<file path="src/rtl/jtag_dma_pkg.sv">
// Shared encodings for the JTAG chain-1 DMA engine: FSM states, launch command record,
// burst limits and the burst-length clip helper.
package jtag_dma_pkg;

   localparam logic [2:0] ST_IDLE  = 3'd0;
   localparam logic [2:0] ST_REQ   = 3'd1;
   localparam logic [2:0] ST_GRANT = 3'd2;
   localparam logic [2:0] ST_BEGIN = 3'd3;
   localparam logic [2:0] ST_DATA  = 3'd4;
   localparam logic [2:0] ST_END   = 3'd5;
   localparam logic [2:0] ST_GAP   = 3'd6;
   localparam logic [2:0] ST_DONE  = 3'd7;

   localparam int          MAX_BURST = 256;
   localparam int          BEAT_W    = $clog2(MAX_BURST) + 1;
   localparam logic [31:0] ADDR_INC  = 32'd4;

   typedef struct packed {
      logic [31:0] addr;
      logic [3:0]  be;
      logic [7:0]  burst;
      logic [7:0]  block;
      logic        rd;
      logic        sw;
   } dma_cmd_t;

   // burst_size+1 can reach MAX_BURST, so compare in BEAT_W bits before clipping
   function automatic logic [7:0] clip_len(input logic [7:0] burst_size,
                                           input logic [7:0] words_left);
      logic [BEAT_W-1:0] beats;
      beats = {1'b0, burst_size} + 9'd1;
      clip_len = (beats > {1'b0, words_left}) ? words_left : beats[7:0];
   endfunction

endpackage

</file>
<file path="src/rtl/dma_burst_counter.sv">
// Tracks words left/done for a block and beats within the current burst; the burst
// length is clipped and frozen at burst start so the bus sees a stable size.
module dma_burst_counter
   import jtag_dma_pkg::*;
(
   input  logic       system_clk,
   input  logic       n_reset,
   input  logic       load,
   input  logic [7:0] block_size,
   input  logic [7:0] burst_size,
   input  logic       start,
   input  logic       beat,
   output logic [7:0] cur_len,
   output logic [7:0] words_left,
   output logic [7:0] words_done,
   output logic       last_beat
);

   logic [7:0] beat_cnt;

   assign last_beat = (beat_cnt == cur_len - 8'd1);

   always_ff @(posedge system_clk or negedge n_reset) begin
      if (!n_reset) begin
         cur_len    <= '0;
         words_left <= '0;
         words_done <= '0;
         beat_cnt   <= '0;
      end else if (load) begin
         cur_len    <= '0;
         words_left <= block_size;
         words_done <= '0;
         beat_cnt   <= '0;
      end else if (start) begin
         cur_len  <= clip_len(burst_size, words_left);
         beat_cnt <= '0;
      end else if (beat) begin
         beat_cnt   <= beat_cnt + 8'd1;
         words_left <= words_left - 8'd1;
         words_done <= words_done + 8'd1;
      end
   end

endmodule

</file>
<file path="src/rtl/jtag_dma_controller.sv">
// System-clock DMA engine moving words between the DMA half of the ping-pong buffer
// and the system bus in bursts. Optional macro JTAG_DMA_ERROR_EN enables bus_error abort.
module jtag_dma_controller
   import jtag_dma_pkg::*;
#(
   parameter int BUF_AW   = 8,
   parameter int GRANT_TO = 1024
) (
   input  logic              system_clk,
   input  logic              n_reset,
   input  logic              launch_write,
   input  logic              launch_read,
   input  logic              launch_switch,
   input  logic [31:0]       dma_address,
   input  logic [3:0]        dma_byte_enable,
   input  logic [7:0]        dma_burst_size,
   input  logic [7:0]        dma_block_size,
   output logic              dma_busy,
   output logic [7:0]        block_size_out,
   output logic [BUF_AW:0]   pp_address,
   output logic              pp_write_enable,
   output logic [31:0]       pp_data_in,
   input  logic [31:0]       pp_data_out,
   output logic              bus_request,
   input  logic              bus_grant,
   output logic              bus_begin,
   output logic [31:0]       bus_addr_data,
   output logic [3:0]        bus_byte_en,
   output logic [7:0]        bus_burst_size,
   output logic              bus_read_n_write,
   output logic              bus_data_valid,
   output logic              bus_end,
   input  logic [31:0]       bus_data_in,
   input  logic              bus_data_valid_in,
   input  logic              bus_busy,
   input  logic              bus_error,
   output logic              dma_error
);

   localparam int TW = $clog2(GRANT_TO + 1);

   logic [2:0]        state;
   dma_cmd_t          cmd;
   logic [TW-1:0]     grant_timer;
   logic              aborted, bus_err_abort, timeout, beat, any_launch, load_cmd;
   logic              last_beat;
   logic [7:0]        cur_len, words_left, words_done;
   logic [BUF_AW-1:0] idx;

   assign any_launch = launch_write | launch_read | launch_switch;
   assign load_cmd   = (state == ST_IDLE) && any_launch;
   assign timeout    = (state == ST_GRANT) && !bus_grant && (grant_timer == TW'(GRANT_TO - 1));
   assign beat       = (state == ST_DATA) && !bus_err_abort &&
                       (cmd.rd ? bus_data_valid_in : !bus_busy);

`ifdef JTAG_DMA_ERROR_EN
   assign bus_err_abort = bus_error && ((state == ST_BEGIN) || (state == ST_DATA));

   always_ff @(posedge system_clk or negedge n_reset) begin
      if (!n_reset)                      dma_error <= 1'b0;
      else if (load_cmd)                 dma_error <= 1'b0;
      else if (timeout || bus_err_abort) dma_error <= 1'b1;
   end
`else
   logic unused_bus_error;
   assign unused_bus_error = bus_error;
   assign bus_err_abort    = 1'b0;
   assign dma_error        = 1'b0;
`endif

   dma_burst_counter u_cnt (
      .system_clk (system_clk),
      .n_reset    (n_reset),
      .load       (load_cmd),
      .block_size (dma_block_size),
      .burst_size (cmd.burst),
      .start      (state == ST_REQ),
      .beat       (beat),
      .cur_len    (cur_len),
      .words_left (words_left),
      .words_done (words_done),
      .last_beat  (last_beat)
   );

   always_ff @(posedge system_clk or negedge n_reset) begin
      if (!n_reset) begin
         state          <= ST_IDLE;
         cmd            <= '0;
         grant_timer    <= '0;
         aborted        <= 1'b0;
         dma_busy       <= 1'b0;
         block_size_out <= '0;
      end else begin
         case (state)
            ST_IDLE: begin
               dma_busy <= any_launch;
               aborted  <= 1'b0;
               if (any_launch) begin
                  cmd.addr  <= dma_address;
                  cmd.be    <= dma_byte_enable;
                  cmd.burst <= dma_burst_size;
                  cmd.block <= dma_block_size;
                  cmd.rd    <= !launch_write && launch_read;
                  cmd.sw    <= !launch_write && !launch_read;
                  state     <= (!launch_write && !launch_read) || (dma_block_size == 8'd0)
                               ? ST_DONE : ST_REQ;
               end
            end
            ST_REQ: begin
               grant_timer <= '0;
               state       <= ST_GRANT;
            end
            ST_GRANT: begin
               if (bus_grant) state <= ST_BEGIN;
               else if (timeout) begin
                  aborted <= 1'b1;
                  state   <= ST_DONE;
               end else grant_timer <= grant_timer + 1'b1;
            end
            ST_BEGIN: begin
               if (bus_err_abort) begin
                  aborted <= 1'b1;
                  state   <= ST_END;
               end else state <= ST_DATA;
            end
            ST_DATA: begin
               if (bus_err_abort) begin
                  aborted <= 1'b1;
                  state   <= ST_END;
               end else if (beat && last_beat) state <= ST_END;
            end
            ST_END: begin
               cmd.addr <= cmd.addr + 32'(cur_len) * ADDR_INC;
               state    <= (aborted || words_left == 8'd0) ? ST_DONE : ST_GAP;
            end
            ST_GAP:  state <= ST_REQ;
            default: begin
               block_size_out <= cmd.sw ? cmd.block : words_done;
               state          <= ST_IDLE;
            end
         endcase
      end
   end

   // Write beats look one word ahead so the 1-cycle buffer latency never bubbles the bus
   always_comb begin
      bus_request      = state inside {ST_REQ, ST_GRANT, ST_BEGIN, ST_DATA, ST_END};
      bus_begin        = (state == ST_BEGIN);
      bus_byte_en      = bus_begin ? cmd.be : 4'd0;
      bus_burst_size   = bus_begin ? cur_len - 8'd1 : 8'd0;
      bus_read_n_write = cmd.rd && (state inside {ST_BEGIN, ST_DATA, ST_END});
      bus_data_valid   = !cmd.rd && (state == ST_DATA);
      bus_end          = (state == ST_END);
      bus_addr_data    = bus_begin ? cmd.addr : (bus_data_valid ? pp_data_out : 32'd0);
      pp_write_enable  = cmd.rd && (state == ST_DATA) && bus_data_valid_in && !bus_err_abort;
      pp_data_in       = pp_write_enable ? bus_data_in : 32'd0;
      idx              = BUF_AW'(words_done + 8'(beat && !cmd.rd));
      pp_address       = (state == ST_IDLE) ? '0 : {1'b1, idx};
   end

endmodule

</file>
<file path="config.mk">
export PLATFORM = sky130hd
export DESIGN_NAME = jtag_dma_controller
export DESIGN_NICKNAME = d
export VERILOG_FILES = /design/src/rtl/jtag_dma_pkg.sv /design/src/rtl/dma_burst_counter.sv /design/src/rtl/jtag_dma_controller.sv
export SDC_FILE = /design/constraint.sdc
export NUM_CORES = 1
export LEC_CHECK = 0
export ABC_AREA = 1
export CAP_MARGIN = 20
export CELL_PAD_IN_SITES_DETAIL_PLACEMENT = 0
export CELL_PAD_IN_SITES_GLOBAL_PLACEMENT = 2
export CORE_ASPECT_RATIO = 1.1
export CORE_MARGIN = 2
export CORE_UTILIZATION = 23
export DETAILED_ROUTE_END_ITERATION = 10
export PLACE_DENSITY_LB_ADDON = 0.2
export SKIP_CTS_REPAIR_TIMING = 1
export SLEW_MARGIN = 10
export SYNTH_ARGS = -nofsm -noshare
export SYNTH_HDL_FRONTEND = slang
export SYNTH_SLANG_ARGS = --single-unit
</file>
<file path="constraint.sdc">
create_clock -name system_clk -period 2.6 [get_ports system_clk]
set_clock_uncertainty 0.2 [all_clocks]
set_input_delay 0.52 -clock system_clk [delete_from_list [all_inputs] [get_ports system_clk]]
set_output_delay 0.52 -clock system_clk [all_outputs]
set_load 0.005 [all_outputs]
</file>
==> run_results.csv <==
group,metric,value,unit
yosys,synth-edff-count,0,
finish,drive_gt1_frac,0.158,
route,drt_iter0_markers,460,
finish,seq_area,2750,um^2
timing,min_period,2.96,ns
route,wire_per_inst,16.6,um
yosys,yosysWarnings,0,
global_routing,grt_pass1_vias,8594,
yosys,ys.flop_type,"dfrtp_1",
timing,rsz0062_at_grt,"yes",
power,peakVddDrop,0.000446,V
route,num_vias,8628,
floorplanning,fp.dieH,198,um
clocking,numCtsBuffers,9,
finish,fin_nets,1638,
floorplanning,initial_core_util,0.232,
floorplanning,die_area,35800,um^2
floorplanning,num_rows,71,
placement,pre_cts_ws,-1.02,ns
route,antenna_left,0,
yosys,yosysSeqAreaShare,0.349,
global_routing,grt_max_degree,40,
clocking,path_clk_slew,0.08,ns
timing,hold_viol_final,0,
finish,area_growth,55.3,%
timing,period_share,1.14,
setup_path,max_stage_delay,0.41,ns
route,drt-pass1-iter-count,5,
global_routing,grtUsageTotal,0.171,
clocking,clock_path_buffers,2,
flow_run,maxCapViolCount,0,
clocking,cts-htree-levels,3,
global_routing,antenna_found_initial,0,
status,violations,"setup timing",
setup_path,worstSetupEndpointType,"output port",
route,drt-vias-per-instance,4.47,
yosys,yosysUniqueCellTypes,48,
finish,nFillCells,3710,
finish,final_common_cell,"nand2_1",
floorplanning,io_pins,226,
yosys,async_reset_ff_frac,1.00,
timing,setup-violations-final,29,
global_routing,grt_overflow,0,
timing,setup_slack,-0.359,ns
setup_path,r2r_slack,0.05,ns
setup_path,cp-start-kind,"register",
setup_path,cpMostUsedCell,"nor2_4",
yosys,syn_inst,1180,
route,drc_errors,0,
timing,fmax,338,MHz
setup_path,crit_chain,"nor2_4, nand2_2, nor2_4, inv_4, nor2_4, ha_4, ha_4, nand2_4, nor2_4, inv_2, nor4_4, nor3_2, buf_2",
setup_path,crit_required,1.88,ns
setup_path,arrival,2.24,ns
timing,drv_slew,0,
timing,slew_headroom,0.485,
floorplanning,dieWidth,181,um
finish,num_antenna_cells,0,
clocking,cts-root-buf,"clkbuf_16",
yosys,syn-cell-area,7890,um^2
placement,io_buffers,223,
yosys,synth-seq-cells,110,
clocking,clk_latency,0.37,ns
timing,tightest_slew,0.770,ns
power,p_leak,6.59,nW
floorplanning,core-area,34000,um^2
status,status,"complete, but fails checks",
setup_path,setup.worst_path.class,"register to output port",
finish,layout_common_cells,"326 x nand2_1, 162 x inv_1, 151 x clkdlybuf4s50_1",
setup_path,cp_max_fo,3,
placement,dp_hpwl,24.6,mm
clocking,clock_sinks,110,
power,p_total,12.4,mW
route,drt_wl_total,32.1,mm
yosys,syn_area_per_cell,6.69,um^2
finish,multi_input_area,4680,um^2
hold_path,hp-class,"register to register",
setup_path,cp_slowest_cell,"dfrtp_1",
power,p_per_area,1010,nW/um^2
clocking,cts_tree,"built",
placement,globalplace.congestion,0.810,
yosys,synth_nets,1331,
global_routing,grt_pass1_wl,47.8,mm
## logic make-up (layout without fill, tap and decap cells)
group           after synthesis  after routing  synth area share
fa+ha+maj                    26             26            0.0422
simple gates                619            619             0.339
compound gates              189            189             0.137
other cells                   1              1          0.000475
buf+inv                     212            524             0.107
xor+xnor                     23             23            0.0255
flops                       110            110             0.349
## metrics by stage
stage | instance area, um^2 | TNS, ns | hold WS (ns) | util | instances
final | 12300 | -7.37 | 0.276 | 0.360 | 1930
after global routing | 12300 | -14.38 | 0.309 | 0.360 | 1930
after CTS | 11500 | -33.20 | -0.0772 | 0.339 | 1907
after detailed placement | 11200 | -19.89 | 0.260 | 0.330 | 1891
after global placement | 11200 | -18.94 | 0.257 | 0.330 | 1891
after floorplan | 7890 | 0 | 0.0244 | - | 1180
## final timing paths
kind,start,to,depth (start not counted)
worst min-delay path,cmd[2],cmd[2],2
worst max register to register,cmd[10],u_cnt.cur_len[1],14
worst max-delay path,state[1],pp_address[6],13
max in group asynchronous,n_reset,u_cnt.words_done[6],3
min in group asynchronous,n_reset,cmd[27],2
worst min register to register,cmd[2],cmd[2],2
## layout make-up
type                       count  share of cell area
clock buffer                  10              0.0187
clock inverter                 6             0.00623
inverter                     175              0.0543
multi-input combinational    858               0.382
sequential                   110               0.225
tap                          438              0.0447
timing repair buffer         333               0.270
## state kept, by name, indices dropped and copies added, names as in the netlist
name,flops
dma_busy,1
grant_timer,11
u_cnt.words_left,8
u_cnt.words_done,8
u_cnt.cur_len,8
u_cnt.beat_cnt,8
state,3
aborted,1
cmd,54
block_size_out,8
## per-layer routing
layer | track usage | vias to the layer above | routed length, um
met3 | 0.0226 | 27 | 813
met1 | 0.216 | 4025 | 14400
met5 | 0 | - | 0
met4 | 0.0490 | 0 | 574
met2 | 0.304 | 149 | 16300
li1 | - | 4427 | -
## cell usage after synthesis, types with 14 or more instances
cell,count,area [um^2]
a21oi_1,41,205
buf_2,14,70.1
clkbuf_1,18,67.6
dfrtp_1,110,2750
ha_1,25,313
inv_1,169,634
nand2_1,338,1270
nand3_1,94,470
nand4_1,20,125
nor2_1,113,424
nor3_1,26,130
o211ai_1,14,105
o21ai_0,92,460
xor2_1,17,149
## power by group
part | switching, mW | internal, mW
Sequential | 0.648 | 2.40
Clock | 0.752 | 0.771
Combinational | 4.46 | 3.34
Total | 5.86 | 6.51
## worst max-delay path, delay by kind of cell (launching register included)
kind	cells	cell delay [ns]
fa+ha+maj	2	0.29
buf+inv	3	0.24
flops	1	0.41
simple gates	8	0.94
No activity file was read; power rests on OpenSTA's default activity.
==> patch: new RTL, config.mk and constraints unchanged <==
Change the parameter `GRANT_TO` from 1024 to 4096.
--- a/src/rtl/jtag_dma_controller.sv
+++ b/src/rtl/jtag_dma_controller.sv
@@ -4,7 +4,7 @@
    import jtag_dma_pkg::*;
 #(
    parameter int BUF_AW   = 8,
-   parameter int GRANT_TO = 1024
+   parameter int GRANT_TO = 4096
 ) (
    input  logic              system_clk,
    input  logic              n_reset,
Behaviour: same outputs for any inputs over 4 cycles, from zero or initial values and one cycle with n_reset low; that may be too few to reach the edited logic, so the function may still have changed.
==> patch against the unedited design <==
Core utilization is essentially flat; first-iteration DRC count increased by 18%; critical path type unchanged; total power rose by 2.7%; sequential cell count grew 2; design area increased by 0.34%; largest power group unchanged; setup slack better by 0.10 ns; critical endpoint is now pp_write_enable; synthesized cell count is 3.4% lower; the flow still finishes with violations (negative setup slack); synthesized area increased by 0.52%; cell count shrank 1.5%; count of clock-buffer cells in the layout grew 1; non-clock buffer count up 13; routed wire length is 2.8% lower; combinational power is 2% higher.
==> patch: results (changes against the unedited design) <==
synthesis:
  ys_warn_count: 0  # unchanged
  ys_top_cells_by_area: "dfrtp_1 (35%), nand2_1 (15%), inv_1 (7.0%), nand3_1 (5.5%), nor2_1 (5.4%)"  # was dfrtp_1 (35%), nand2_1 (16%), inv_1 (8.0%), nand3_1 (6.0%), o21ai_0 (5.8%)
  yosys-top-cells-count: "nand2_1 (308), inv_1 (147), nor2_1 (115)"  # was nand2_1 (338), inv_1 (169), nor2_1 (113)
  ys_types: 50  # was 48
  synth_nets: 1291  # was 1331
  ys_seq_area_share_pct: 35.3  # was 34.9%
setup_path:
  worstRegToRegCells: 16  # was 14
  worstReg2RegStart: "cmd[10]"  # unchanged
  ff2ff_setup_slack_ns: -0.02  # was 0.05 ns
  cpPeakStageDelay_ns: 0.48  # was 0.41 ns
  cp_max_fo: 6  # was 3
  critical-path-slowest-cell: "clkdlybuf4s50_1"  # was dfrtp_1
  critPathArrivalTime_ns: 2.13  # was 2.24 ns
route:
  first_iter_violations: 545  # was 460
  viasPerCell: 4.45  # was 4.47
  wl_per_cell_microns: 16.4  # was 16.6 microns
global_routing:
  grt_max_degree: 46  # was 40
  antenna_found_initial: 1  # was 0
  grt_pass1_vias: 8076  # was 8594
  grtUsageTotal_pct: 16.5  # was 17.1%
  grt_first_pass_wirelength_microns: 46000  # was 47800 microns
hold_path:
  hold-path-cell-count: 2  # unchanged
  whs_endpoint: "cmd[6]"  # was cmd[2]
  min_path_type: "reg -> reg"  # unchanged
  hp-start: "cmd[6]"  # was cmd[2]
power_and_ir_drop:
  p_leak_uw: 0.00625  # was 0.00659 uW
  vdd_ir_drop_max_mv: 0.438  # was 0.446 mV
timing:
  fin_ws_ns: -0.254  # was -0.359 ns
  setup_viol: 57  # was 29
  fin_setup_tns_ns: -5.03  # was -7.37 ns
  worst_slew_pin_slew_ns: 0.577  # was 0.770 ns
cts:
  cts_root_buf: "clkbuf_16"  # unchanged
  path_clk_slew_ns: 0.08  # about the same
  clockBufferDepth: 2  # unchanged
outcome:
  status: "finished, violations left"  # unchanged
  violations: "negative setup slack"  # unchanged
placement:
  dp_slack_ns: -0.895  # was -1.02 ns
  gp_congestion: 0.791  # was 0.810
  dp_hpwl_microns: 23000  # was 24600 microns
final_layout:
  drive_above_1_share_pct: 23.1  # was 15.8%
  final_nets: 1608  # was 1638
  largestRegisters: "cmd x54, grant_timer x13"  # was cmd x54, grant_timer x11
  fillCellCount: 3705  # was 3710
[patch: critical path, delay by kind of cell (launching register included)]
kind,cells,cell delay (ns)
flip-flops,1,0.41
AND/OR/NAND/NOR,3,0.39
buffers and inverters,5,0.95
[patch: stage by stage]
| stage | hold slack [ns] | cell area, sq um | cells |
|---|---|---|---|
| floorplan | 0.0244 | 7950 | 1140 |
| finish | 0.282 | 12300 | 1901 |
| detailed placement | 0.267 | 11200 | 1837 |
| CTS | -0.0458 | 11500 | 1853 |
| global placement | 0.267 | 11200 | 1837 |
| global route | 0.320 | 12300 | 1901 |
[patch: area by class of cell]
| cell class | count | area share (%) |
|---|---|---|
| Antenna cell | 1 | 0.0204 |
| Clock buffer | 11 | 1.97 |
| Clock inverter | 5 | 0.712 |
| Inverter | 158 | 4.86 |
| Multi-Input combinational cell | 830 | 39.0 |
| Sequential cell | 112 | 22.8 |
| Tap cell | 438 | 4.46 |
| Timing Repair Buffer | 346 | 26.1 |
[patch: cells by family after synthesis]
| logic type | Yosys count | synth area share (%) |
|---|---|---|
| buf+inv | 198 | 10.4 |
| compound gates | 191 | 14.8 |
| simple gates | 587 | 32.3 |
| other cells | 1 | 0.0473 |
| flops | 112 | 35.3 |
| xor+xnor | 25 | 2.93 |
| fa+ha+maj | 26 | 4.20 |
[patch: how the worst max path moves through the flow]
stage	start	end	slack [ns]	cells past startpoint
after global placement	bus_data_valid_in	pp_address[6]	-0.88	12
after detailed placement	bus_data_valid_in	pp_address[6]	-0.90	12
after floorplan	bus_data_valid_in	pp_address[6]	0.02	12
after global routing	state[0]	pp_address[6]	-0.41	13
final	state[0]	pp_write_enable	-0.25	8
after CTS	bus_data_valid_in	pp_address[6]	-0.90	12
[patch: where the power goes]
| part | internal, uW | switching, uW | leakage, uW |
|---|---|---|---|
| combinational | 3470 | 4510 | 0.00468 |
| sequential | 2420 | 650 | 0.00142 |
| clock | 886 | 750 | 0.000158 |
| total | 6780 | 5910 | 0.00625 |
[patch: routing by layer]
layer	track usage, %	vias up	routed length, microns
met5	0	-	0
met4	3.70	0	323
met3	2.33	18	1130
met2	28.7	183	15300
met1	21.8	3924	14500
li1	-	4331	-
